File: src/rtl/execute_cycle.sv
// ---------------------------------------------------------------------------
// execute_cycle
//
// EX stage of the 5-stage RV32I pipeline. It sits directly behind the ID/EX
// register and does the following:
//   - Selects the ALU operands. RS1/RS2 values can be forwarded from the MEM
//     stage (this block's own EX/MEM register) or from the WB stage.
//   - Runs the ALU.
//   - Works out the beq decision (PCSrcE) and the branch target (PCTargetE).
//     Both go straight to fetch.
//   - Registers everything the MEM stage needs into the EX/MEM register.
//
// Ports
//   clk, rst         rising-edge clock; asynchronous active-low reset
//   RegWriteE ..     ID/EX control: register write, SrcB select, store
//                    enable, WB result select, beq flag, 3-bit ALU op
//   RD1_E, RD2_E     register-file values for RS1_E / RS2_E
//   Imm_Ext_E        sign-extended immediate
//   RS1_E, RS2_E     source register indices; RD_E is the destination index
//   PCE, PCPlus4E    PC of this instruction and PC + 4
//   ResultW, RegWriteW, RDW   WB-stage forwarding source
//   PCSrcE, PCTargetE         combinational branch decision and target
//   *M outputs       EX/MEM register contents; ALUResultM is also the MEM
//                    forwarding source
// ---------------------------------------------------------------------------
module execute_cycle #(
  parameter int XLEN   = 32,
  parameter bit FWD_EN = 1'b1
) (
  input  logic            clk,
  input  logic            rst,
  input  logic            RegWriteE,
  input  logic            ALUSrcE,
  input  logic            MemWriteE,
  input  logic            ResultSrcE,
  input  logic            BranchE,
  input  logic [2:0]      ALUControlE,
  input  logic [XLEN-1:0] RD1_E,
  input  logic [XLEN-1:0] RD2_E,
  input  logic [XLEN-1:0] Imm_Ext_E,
  input  logic [4:0]      RS1_E,
  input  logic [4:0]      RS2_E,
  input  logic [4:0]      RD_E,
  input  logic [XLEN-1:0] PCE,
  input  logic [XLEN-1:0] PCPlus4E,
  input  logic [XLEN-1:0] ResultW,
  input  logic            RegWriteW,
  input  logic [4:0]      RDW,
  output logic            PCSrcE,
  output logic [XLEN-1:0] PCTargetE,
  output logic            RegWriteM,
  output logic            MemWriteM,
  output logic            ResultSrcM,
  output logic [4:0]      RD_M,
  output logic [XLEN-1:0] ALUResultM,
  output logic [XLEN-1:0] WriteDataM,
  output logic [XLEN-1:0] PCPlus4M
);

  localparam logic [2:0] ALU_ADD = 3'b000;
  localparam logic [2:0] ALU_SUB = 3'b001;
  localparam logic [2:0] ALU_AND = 3'b010;
  localparam logic [2:0] ALU_OR  = 3'b011;
  localparam logic [2:0] ALU_SLT = 3'b101;

  logic [XLEN-1:0] src_a;
  logic [XLEN-1:0] src_b_pre;
  logic [XLEN-1:0] src_b;
  logic [XLEN-1:0] alu_result;
  logic            zero;
  logic            fwd_m_a;
  logic            fwd_w_a;
  logic            fwd_m_b;
  logic            fwd_w_b;

  // Forwarding match terms. A producer that targets x0 never forwards,
  // because x0 always reads as zero no matter what was "written" to it.
  assign fwd_m_a = FWD_EN && RegWriteM && (RD_M != 5'd0) && (RD_M == RS1_E);
  assign fwd_w_a = FWD_EN && RegWriteW && (RDW  != 5'd0) && (RDW  == RS1_E);
  assign fwd_m_b = FWD_EN && RegWriteM && (RD_M != 5'd0) && (RD_M == RS2_E);
  assign fwd_w_b = FWD_EN && RegWriteW && (RDW  != 5'd0) && (RDW  == RS2_E);

  // Operand selection. MEM is checked first because it holds the newer
  // value when both MEM and WB target the same register. For a load in MEM,
  // ALUResultM is the address, not the data. The hazard unit has to stall
  // load-use pairs so that this case never reaches here.
  always_comb begin
    src_a = RD1_E;
    if (fwd_m_a)      src_a = ALUResultM;
    else if (fwd_w_a) src_a = ResultW;

    src_b_pre = RD2_E;
    if (fwd_m_b)      src_b_pre = ALUResultM;
    else if (fwd_w_b) src_b_pre = ResultW;
  end

  assign src_b = ALUSrcE ? Imm_Ext_E : src_b_pre;

  // ALU. Add and sub wrap naturally at XLEN bits. Any unassigned op code
  // produces zero.
  always_comb begin
    alu_result = '0;
    case (ALUControlE)
      ALU_ADD: alu_result = src_a + src_b;
      ALU_SUB: alu_result = src_a - src_b;
      ALU_AND: alu_result = src_a & src_b;
      ALU_OR:  alu_result = src_a | src_b;
      ALU_SLT: alu_result = {{(XLEN-1){1'b0}}, ($signed(src_a) < $signed(src_b))};
      default: alu_result = '0;
    endcase
  end

  assign zero      = (alu_result == '0);
  assign PCSrcE    = BranchE & zero;
  assign PCTargetE = PCE + Imm_Ext_E;

  // EX/MEM register. Reset empties the MEM stage to a bubble and drops
  // whatever instruction was in flight. WriteDataM keeps the forwarded RS2
  // value even when the ALU took the immediate, since that value is the
  // store data.
  always_ff @(posedge clk or negedge rst) begin
    if (!rst) begin
      RegWriteM  <= 1'b0;
      MemWriteM  <= 1'b0;
      ResultSrcM <= 1'b0;
      RD_M       <= 5'd0;
      ALUResultM <= '0;
      WriteDataM <= '0;
      PCPlus4M   <= '0;
    end else begin
      RegWriteM  <= RegWriteE;
      MemWriteM  <= MemWriteE;
      ResultSrcM <= ResultSrcE;
      RD_M       <= RD_E;
      ALUResultM <= alu_result;
      WriteDataM <= src_b_pre;
      PCPlus4M   <= PCPlus4E;
    end
  end

endmodule

File: config.mk
export PLATFORM = sky130hd
export DESIGN_NAME = execute_cycle
export DESIGN_NICKNAME = d
export VERILOG_FILES = /design/src/rtl/execute_cycle.sv
export SDC_FILE = /design/constraint.sdc
export NUM_CORES = 1
export LEC_CHECK = 0
export CORE_MARGIN = 2
export CORE_UTILIZATION = 40
export DETAILED_ROUTE_END_ITERATION = 6
export MAX_ROUTING_LAYER = met4
export PLACE_DENSITY = 0.74
export SLEW_MARGIN = 20
export SYNTH_ARGS = -nofsm -noshare
export SYNTH_HDL_FRONTEND = slang
export SYNTH_SLANG_ARGS = --single-unit
File: constraint.sdc
create_clock -name clk -period 6.72 [get_ports clk]
set_input_delay 1.008 -clock clk [delete_from_list [all_inputs] [get_ports clk]]
set_output_delay 1.008 -clock clk [all_outputs]
set_load 0.005 [all_outputs]
==> results of run 1 <==
worst reg2reg max path: cells and delay by family (launching register included):
| family | cells | cell delay (ns) |
|---|---|---|
| AO/OA/AOI/OAI | 10 | 2.50 |
| flip-flops | 1 | 0.39 |
| adder cells (fa/ha/maj) | 1 | 0.26 |
| AND/OR/NAND/NOR | 4 | 0.91 |
| XOR/XNOR | 1 | 0.14 |
| buffers and inverters | 8 | 1.30 |
| multiplexers | 1 | 0.09 |
cells in the final DEF, fill, tap and decap left out, types with 9 or more instances in the layout:
master / netlist / routed
nand2b_1: 14 / 13
nand2_1: 133 / 132
or3_1: 9 / 9
o21ai_1: 1 / 20
o21ai_0: 125 / 99
nor2_1: 78 / 75
o22ai_1: 15 / 14
nor3_1: 26 / 24
xnor2_1: 46 / 46
nand3_1: 22 / 21
a21oi_1: 100 / 95
buf_4: 4 / 382
clkdlybuf4s50_1: 0 / 348
inv_1: 111 / 111
o21a_1: 14 / 14
o211ai_1: 19 / 19
xor2_1: 19 / 19
a21o_1: 24 / 24
dfrtp_1: 104 / 104
clkbuf_16: 0 / 9
o31ai_1: 12 / 11
ha_1: 127 / 116
mux2_2: 30 / 28
nor2b_1: 10 / 9
mux2i_1: 76 / 73
cell type report:
| type | count | area, um^2 | area share [%] |
|---|---|---|---|
| diodes | 2 | 5.005 | 0.02713 |
| clock buffers | 9 | 225.2 | 1.221 |
| clock inverters | 6 | 55.05 | 0.2984 |
| inverters | 115 | 431.7 | 2.340 |
| multi-input cells | 1064 | 8068 | 43.73 |
| flip-flops and latches | 104 | 2603 | 14.11 |
| well taps | 341 | 426.7 | 2.312 |
| repair buffers | 752 | 6636 | 35.97 |
metrics by stage:
stage	TNS (ns)	total power, uW	setup slack (ns)	hold WS [ns]	util, %
global route	-1.114	3094	-1.114	0.6007	68.27
CTS	-1.079	2869	-1.079	0.5510	66.86
global placement	-1.877	2312	-1.814	0.5245	65.16
finish	-0.9179	2936	-0.9179	0.5581	68.27
floorplan	0	1402	0.009403	0.5204	-
detailed placement	-2.062	2323	-1.870	0.5339	65.16
kinds of logic (layout without fill, tap and decap cells):
kind of cell | after synthesis | after routing | share of synthesized area [%]
AO/OA/AOI/OAI | 417 | 417 | 24.58
AND/OR/NAND/NOR | 346 | 346 | 14.93
buffers and inverters | 182 | 882 | 6.727
adder cells (fa/ha/maj) | 130 | 130 | 14.98
multiplexers | 106 | 106 | 9.977
flip-flops | 104 | 104 | 23.64
XOR/XNOR | 65 | 65 | 5.170
other | 0 | 2 | 0
power groups by stage:
stage	Sequential, uW	Clock, uW	Combinational, uW
floorplan	725	0	678
global placement	726	0	1590
detailed placement	727	0	1600
CTS	714	525	1630
global route	721	552	1820
finish	716	518	1700
routing by layer:
metal	part of all wire, %	GRT usage [%]	vias to the layer above
li1	-	-	6219
met1	44	45.91	6243
met2	45	53.31	570
met3	7.9	5.698	94
met4	3.5	11.48	0
met5	0	-	-
state kept, by name, indices dropped and copies added (netlist names):
name	flops
RegWriteM	1
RD_M	5
ALUResultM	32
ResultSrcM	1
MemWriteM	1
PCPlus4M	32
WriteDataM	32
repair_timing:
item | CTS | global route
buffers inserted | 9 | 12
setup endpoints to repair | 1 | 2
pin swaps | 10 | 33
gates cloned | 0 | 1
resized for setup | 33 | 89
path summary, 6_finish.rpt:
path                                      from              to  slack (ns)  cells past startpoint
worst max-delay path                    RDW[2]          PCSrcE       -0.92                     28
worst min-delay path            ALUResultM[19]  WriteDataM[19]        0.56                      2
worst max register to register         RD_M[1]  ALUResultM[27]        1.07                     25
worst min register to register  ALUResultM[19]  WriteDataM[19]        0.56                      2
max in group asynchronous                  rst  WriteDataM[12]        4.78                      2
min in group asynchronous                  rst   ALUResultM[1]        0.70                      1
==> results.txt, run 1 <==
----------------------------------------------------
[Synth]
  Synthesized instance count ... between 1000 and 1500
  Mapped Area ... 0.01101 mm^2
  Number of library cell types mapped by synthesis ... 87
  Most instantiated cells after synthesis ... 133 x nand2_1, 127 x ha_1, 125 x o21ai_0, 111 x inv_1, 104 x dfrtp_1
  Synth Warn # ... 0
  Post-synthesis register bit count ... between 100 and 150
  Number of synthesized flops with an enable pin ... 0
  Top cells by area in the synthesized netlist ... dfrtp_1 24%, ha_1 14%, mux2i_1 6.9%, o21ai_0 5.7%, a21oi_1 4.5%
  Sequential area share after synthesis ... a little under a quarter
  Most common flop cell mapped by yosys ... dfrtp_1
  Cell accounting for the most synthesized area ... dfrtp_1
  Fraction of synthesis flops using an asynchronous set or reset pin ... 100.0%
  Yosys top cell area share ... a little under a quarter
  Most repeated cell in the gate-level netlist after synthesis ... nand2_1
  Number of nets produced by synthesis ... between 1500 and 2000
  Avg Synthesized Cell Area ... around 8 um^2

[Layout]
  Final cell count without fillers ... 2393
  Final standard cell area without fillers ... 0.01845 mm^2
  Total of fill cells in the finished design ... between 2000 and 2500
  Relative area change from synthesis to final layout ... 67.57%
  Share of final-layout standard cells stronger than drive strength 1 ... 25.66%
  Net count of the finished layout ... 2399

[Timing]
  Setup repair after global routing missed its margin ... yes
  Slew margin rel. ... 33.54%
  Highest clock frequency the design can meet ... ~130 MHz
  Final Critical Period ... around 7.6 ns
  Crit share post-route ... 113.7%
  Max-slew violation total from the final report ... 0
  Number of endpoints failing setup at the final stage ... 1
  Transition time at the pin with the least slew margin ... slightly below 1 ns
  Clock Skew ... ~0.016 ns
  Final setup slack of the worst path ... -0.9179 ns
  Endpoints failing hold ... 0

[Power and ir drop]
  Fraction of power consumed by sequential logic ... around a quarter
  Internal power ... around 1800 uW
  Leakage ... ~0.0083 uW
  Share of power burned in the clock network ... 17.7%
  Comb power frac ... between 50 and 60%
  Switching part of the total power ... 37.31%
  Max rail drop VDD ... roughly 0.00013 V
  Power per unit of standard cell area ... approximately 160 mW/mm^2
  Net switching power ... approximately 1100 uW

[Global routing]
  Pin count of the biggest net entering global routing ... 73
  Via count of the first global-routing pass ... between 10000 and 15000
  GRT Util Overall ... about a third
  Wire length of the first global-routing pass ... ~74000 um
  Antenna violations before repair ... 2
  Global route total overflow ... 0

[Critical path]
  Crit Path Class ... in -> out
  Most common cell on crit path ... buf_4
  Sort of element at the start of the critical path ... input port
  Kind of end point of the critical path ... output pin
  Worst path top cell family by delay ... simple AND/OR/NAND/NOR gates
  Worst path slowest cell ... or4_4
  Required time at the endpoint of the critical path ... 5.71 ns
  Arrival time reported for the critical path endpoint ... roughly 6.6 ns
  Maximum net fanout on the critical path ... 3
  Number of buffers and inverters on the critical path ... 9
  Biggest cell delay along the critical path ... roughly 0.52 ns

[Floorplanning]
  Count of pins on the block boundary ... 360
  Area of the placeable core ... 0.02703 mm^2
  Die height ... between 150 and 200 um
  Area of the die ... about 0.029 mm^2
  Die width ... between 150 and 200 um
  Initial cell density of the core ... about two fifths
  Number of standard-cell rows in the floorplan ... 60

[Placement]
  Port Buf Inserts ... about 360
  Area after DPL ... about 0.018 mm^2
  Final estimated routing congestion in global placement ... 0.9976
  Number of cells in the design after placement ... around 2400
  Detailed placement HPWL ... 41470 um

[CTS]
  Clock buffer count from CTS ... 9
  Root Buffer Master ... clkbuf_16
  CTS H-tree lvls ... 3
  Later-pin clock latency in the skew report ... between 0.3 and 0.4 ns
  Clock slew seen by the registers of the worst setup and hold paths ... approximately 0.070 ns
  Clock sinks ... approximately 100
  TritonCTS clock tree ... yes
  Hold-fix buffers at CTS ... 0
  Max Root-Sink Buffers ... 2

[Route]
  Overall via count from detail_route ... about 13000
  Routed Wire Length ... approximately 50000 um
  Detailed-routing iteration count for the pre-antenna-repair pass ... 5
  Iter 0 DRT Violations ... 1161
  Post-detailed-route via-to-cell ratio ... 5.485
  Number of nets with antenna violations after detailed routing ... 0
  Final routed wire length divided by cell count ... roughly 21 um
  Number of DRC violations after detailed routing ... 0

[Status]
  Status ... complete, but fails checks
  Violated checks ... setup timing

[Run]
  Max cap viols ... 0

[Worst hold path]
  Hold Path Class ... reg -> reg

----------------------------------------------------
(Power assumes the default switching activity.)
==> run 2, diff against run 1 <==
- CORE_UTILIZATION: 40 -> 28
- PLACE_DENSITY: 0.74 -> not set
==> results.txt, run 2 (same netlist as run 1, synthesis figures left out) <==
----------------------------------------------------
[Floorplanning]
  Area of the placeable core ... 0.03874 mm^2 (+43%)
  Area of the die ... 0.04093 mm^2 (+42%)
  Initial cell density of the core ... 28.42% (-12 points)
  Count of pins on the block boundary ... 360 (unchanged)
  Die width ... 202.3 um (+19%)
  Die height ... 202.3 um (+19%)
  Number of standard-cell rows in the floorplan ... 72 (+20%)

[Critical path]
  Kind of end point of the critical path ... output pin
  Biggest cell delay along the critical path ... 0.50 ns (-0.02 ns)
  Sort of element at the start of the critical path ... input port
  Origin of the critical flop-to-flop path ... RD_M[1]
  Crit Path Class ... in -> out
  Arrival time reported for the critical path endpoint ... 6.27 ns (-0.36 ns)
  Required time at the endpoint of the critical path ... 5.71 ns (about the same)
  Logic depth of the worst register-to-register path ... 25 (unchanged)
  Number of buffers and inverters on the critical path ... 9 (unchanged)
  Worst path slowest cell ... or4_1
  Most common cell on crit path ... buf_4
  Depth of the critical timing path with buffers and inverters included ... 28 (unchanged)
  Worst path top cell family by delay ... simple AND/OR/NAND/NOR gates
  Worst reg-to-reg setup slack ... 1.43 ns (+0.36 ns)
  Maximum net fanout on the critical path ... 4 (+1)
  Crit Reg-Reg Endpoint ... ALUResultM[31]

[Layout]
  Commonest non-fill, non-tap cell in the layout ... buf_4
  Share of final-layout standard cells stronger than drive strength 1 ... 29.53% (+3.9 points)
  Share of the core filled with cells in the final layout ... 50.51% (-18 points)
  Highest-count cells in the layout ignoring fill and taps ... 405 x buf_4, 342 x clkdlybuf4s50_1, 131 x nand2_1, 111 x inv_1, 109 x ha_1
  Net count of the finished layout ... 2434 (+1.5%)
  Relative area change from synthesis to final layout ... 77.72%
  Largest regs ... ALUResultM (32), PCPlus4M (32), WriteDataM (32)
  Total of fill cells in the finished design ... 3648 (+64%)

[Global routing]
  Via count of the first global-routing pass ... 12920 (+1.9%)
  GRT Util Overall ... 25.34% (-9.1 points)
  Wire length of the first global-routing pass ... 77550 um (+5.1%)
  Pin count of the biggest net entering global routing ... 90 (+23%)
  Global route total overflow ... 0 (unchanged)
  Antenna violations before repair ... 1 (-1)

[CTS]
  Clock sinks ... 104 (unchanged)
  Clock buffer count from CTS ... 9 (unchanged)
  Root Buffer Master ... clkbuf_16
  Max Root-Sink Buffers ... 2 (unchanged)
  CTS H-tree lvls ... 3 (unchanged)
  Hold-fix buffers at CTS ... 0 (unchanged)
  TritonCTS clock tree ... yes
  Later-pin clock latency in the skew report ... 0.38 ns (+0.02 ns)
  Clock slew seen by the registers of the worst setup and hold paths ... 0.08 ns (about the same)

[Route]
  Iter 0 DRT Violations ... 1017 (-12%)
  Final routed wire length divided by cell count ... 20.08 um (-4.0%)
  Routed Wire Length ... 52300 um (+4.5%)
  Post-detailed-route via-to-cell ratio ... 5.011 (-8.6%)
  Number of DRC violations after detailed routing ... 0 (unchanged)
  Detailed-routing iteration count for the pre-antenna-repair pass ... 5 (unchanged)
  Number of nets with antenna violations after detailed routing ... 0 (unchanged)
  Overall via count from detail_route ... 13050 (-0.55%)

[Power and ir drop]
  Max rail drop VDD ... 0.0001271 V (-3.0%)
  Power per unit of standard cell area ... 163.1 mW/mm^2 (+2.5%)
  Leakage ... 0.008630 uW (+3.4%)

[Timing]
  Setup repair after global routing missed its margin ... yes
  Final Critical Period ... 7.274 ns (-0.3638 ns)
  Smallest hold slack ... 0.5661 ns (+0.007955 ns)
  Max-slew violation total from the final report ... 0 (unchanged)
  Crit share post-route ... 108.2% (-5.4 points)
  Final setup slack of the worst path ... -0.5541 ns (+0.3638 ns)
  Slew margin rel. ... 49.29% (+16 points)
  Clock Skew ... 0.01559 ns (-0.00005460 ns)
  Endpoints failing hold ... 0 (unchanged)
  Number of endpoints failing setup at the final stage ... 1 (unchanged)
  Transition time at the pin with the least slew margin ... 0.7606 ns (-0.2326 ns)
  Highest clock frequency the design can meet ... 137.5 MHz (+5.0%)

[Worst hold path]
  Endpoint of the worst hold-timing path ... WriteDataM[5]
  Hold_sp ... ALUResultM[5]
  Hold Path Class ... reg -> reg
  Number of cells traversed by the worst hold path ... 2 (unchanged)

[Placement]
  Final estimated routing congestion in global placement ... 0.9738 (-2.4%)
  Port Buf Inserts ... 359 (unchanged)
  Detailed placement HPWL ... 42920 um (+3.5%)

[Status]
  Status ... complete, but fails checks
  Violated checks ... setup timing

[Run]
  Max cap viols ... 0 (unchanged)

----------------------------------------------------
[run 2: changes by cell type in the layout (fill, tap and decap cells not counted), moves of 5 or more]
cell / delta
o21ai_0: -8
dlymetal6s2s_1: -8
clkdlybuf4s50_1: -6
a21oi_1: -5
buf_6: +6
buf_12: +6
xnor2_1: -5
ha_1: -7
ha_4: +7
dlygate4sd2_1: +6
buf_4: +23
[run 2: worst max-delay path by stage]
stage	startpoint	end	slack (ns)
finish	RDW[3]	PCSrcE	-0.55
global route	RDW[3]	PCSrcE	-0.72
CTS	RDW[3]	PCSrcE	-0.78
detailed placement	RDW[4]	PCSrcE	-1.70
global placement	RDW[4]	PCSrcE	-1.65
floorplan	RDW[4]	PCSrcE	0.009
[run 2: final cells by class]
class	instances	area [um^2]	area share, %
clock buffers	10	239.0	1.221
inverters	115	431.7	2.206
flip-flops and latches	104	2603	13.30
diodes	1	2.502	0.01279
clock inverters	6	112.6	0.5755
well taps	518	648.1	3.312
multi-input cells	1064	8547	43.68
repair buffers	787	6984	35.69
[run 2: routing by layer]
metal | routed length (um) | share of wire (%) | global-route usage, %
met1 | 23590 | 45 | 33.46
met2 | 24460 | 47 | 40.34
met3 | 2854 | 5.5 | 3.628
met4 | 1400 | 2.7 | 7.221
met5 | 0 | 0 | -
[run 2: through the flow]
stage | setup slack, ns | total power [uW] | cells | cell area (um^2) | TNS [ns]
3_5_place_dp | -1.697 | 2358 | 2551 | 18000 | -1.697
6_report | -0.5541 | 3191 | 2605 | 19570 | -0.5541
3_3_place_gp | -1.653 | 2353 | 2551 | 18000 | -1.653
4_1_cts | -0.7769 | 3104 | 2589 | 19040 | -0.7769
2_1_floorplan | 0.009403 | 1402 | 1350 | 11030 | 0
5_1_grt | -0.7200 | 3354 | 2605 | 19570 | -0.7200
[run 2: what timing repair did]
action / in CTS / in global routing
setup endpoints to repair: 1 / 3
gates cloned: 2 / 0
buffers inserted: 22 / 15
pin swaps: 43 / 48
endpoints found under the hold margin: 0 / 0
gates resized for setup: 150 / 90
[run 2: worst register-to-register path, cell delays in order (launching register included)]
cell and delay (ns):
dfrtp_1 0.38, or4_1 0.50, o21ai_0 0.16, buf_4 0.16, nor4_4 0.04, buf_4 0.16, buf_6 0.15, buf_12 0.15
nand2_1 0.06, o21ai_0 0.10, mux2_2 0.30, ha_2 0.40, nand3_1 0.20, a211oi_4 0.26, buf_4 0.15, o211ai_1 0.10
a31o_1 0.23, a31o_4 0.26, nor3_1 0.18, buf_4 0.16, o31ai_2 0.08, buf_4 0.14, a311oi_1 0.37, xnor2_1 0.17
mux2i_1 0.09, nor2_1 0.21
[run 2: power by group]
part	internal, uW	switching [uW]
Combinational	971	851
Sequential	678	38.0
Clock	377	275
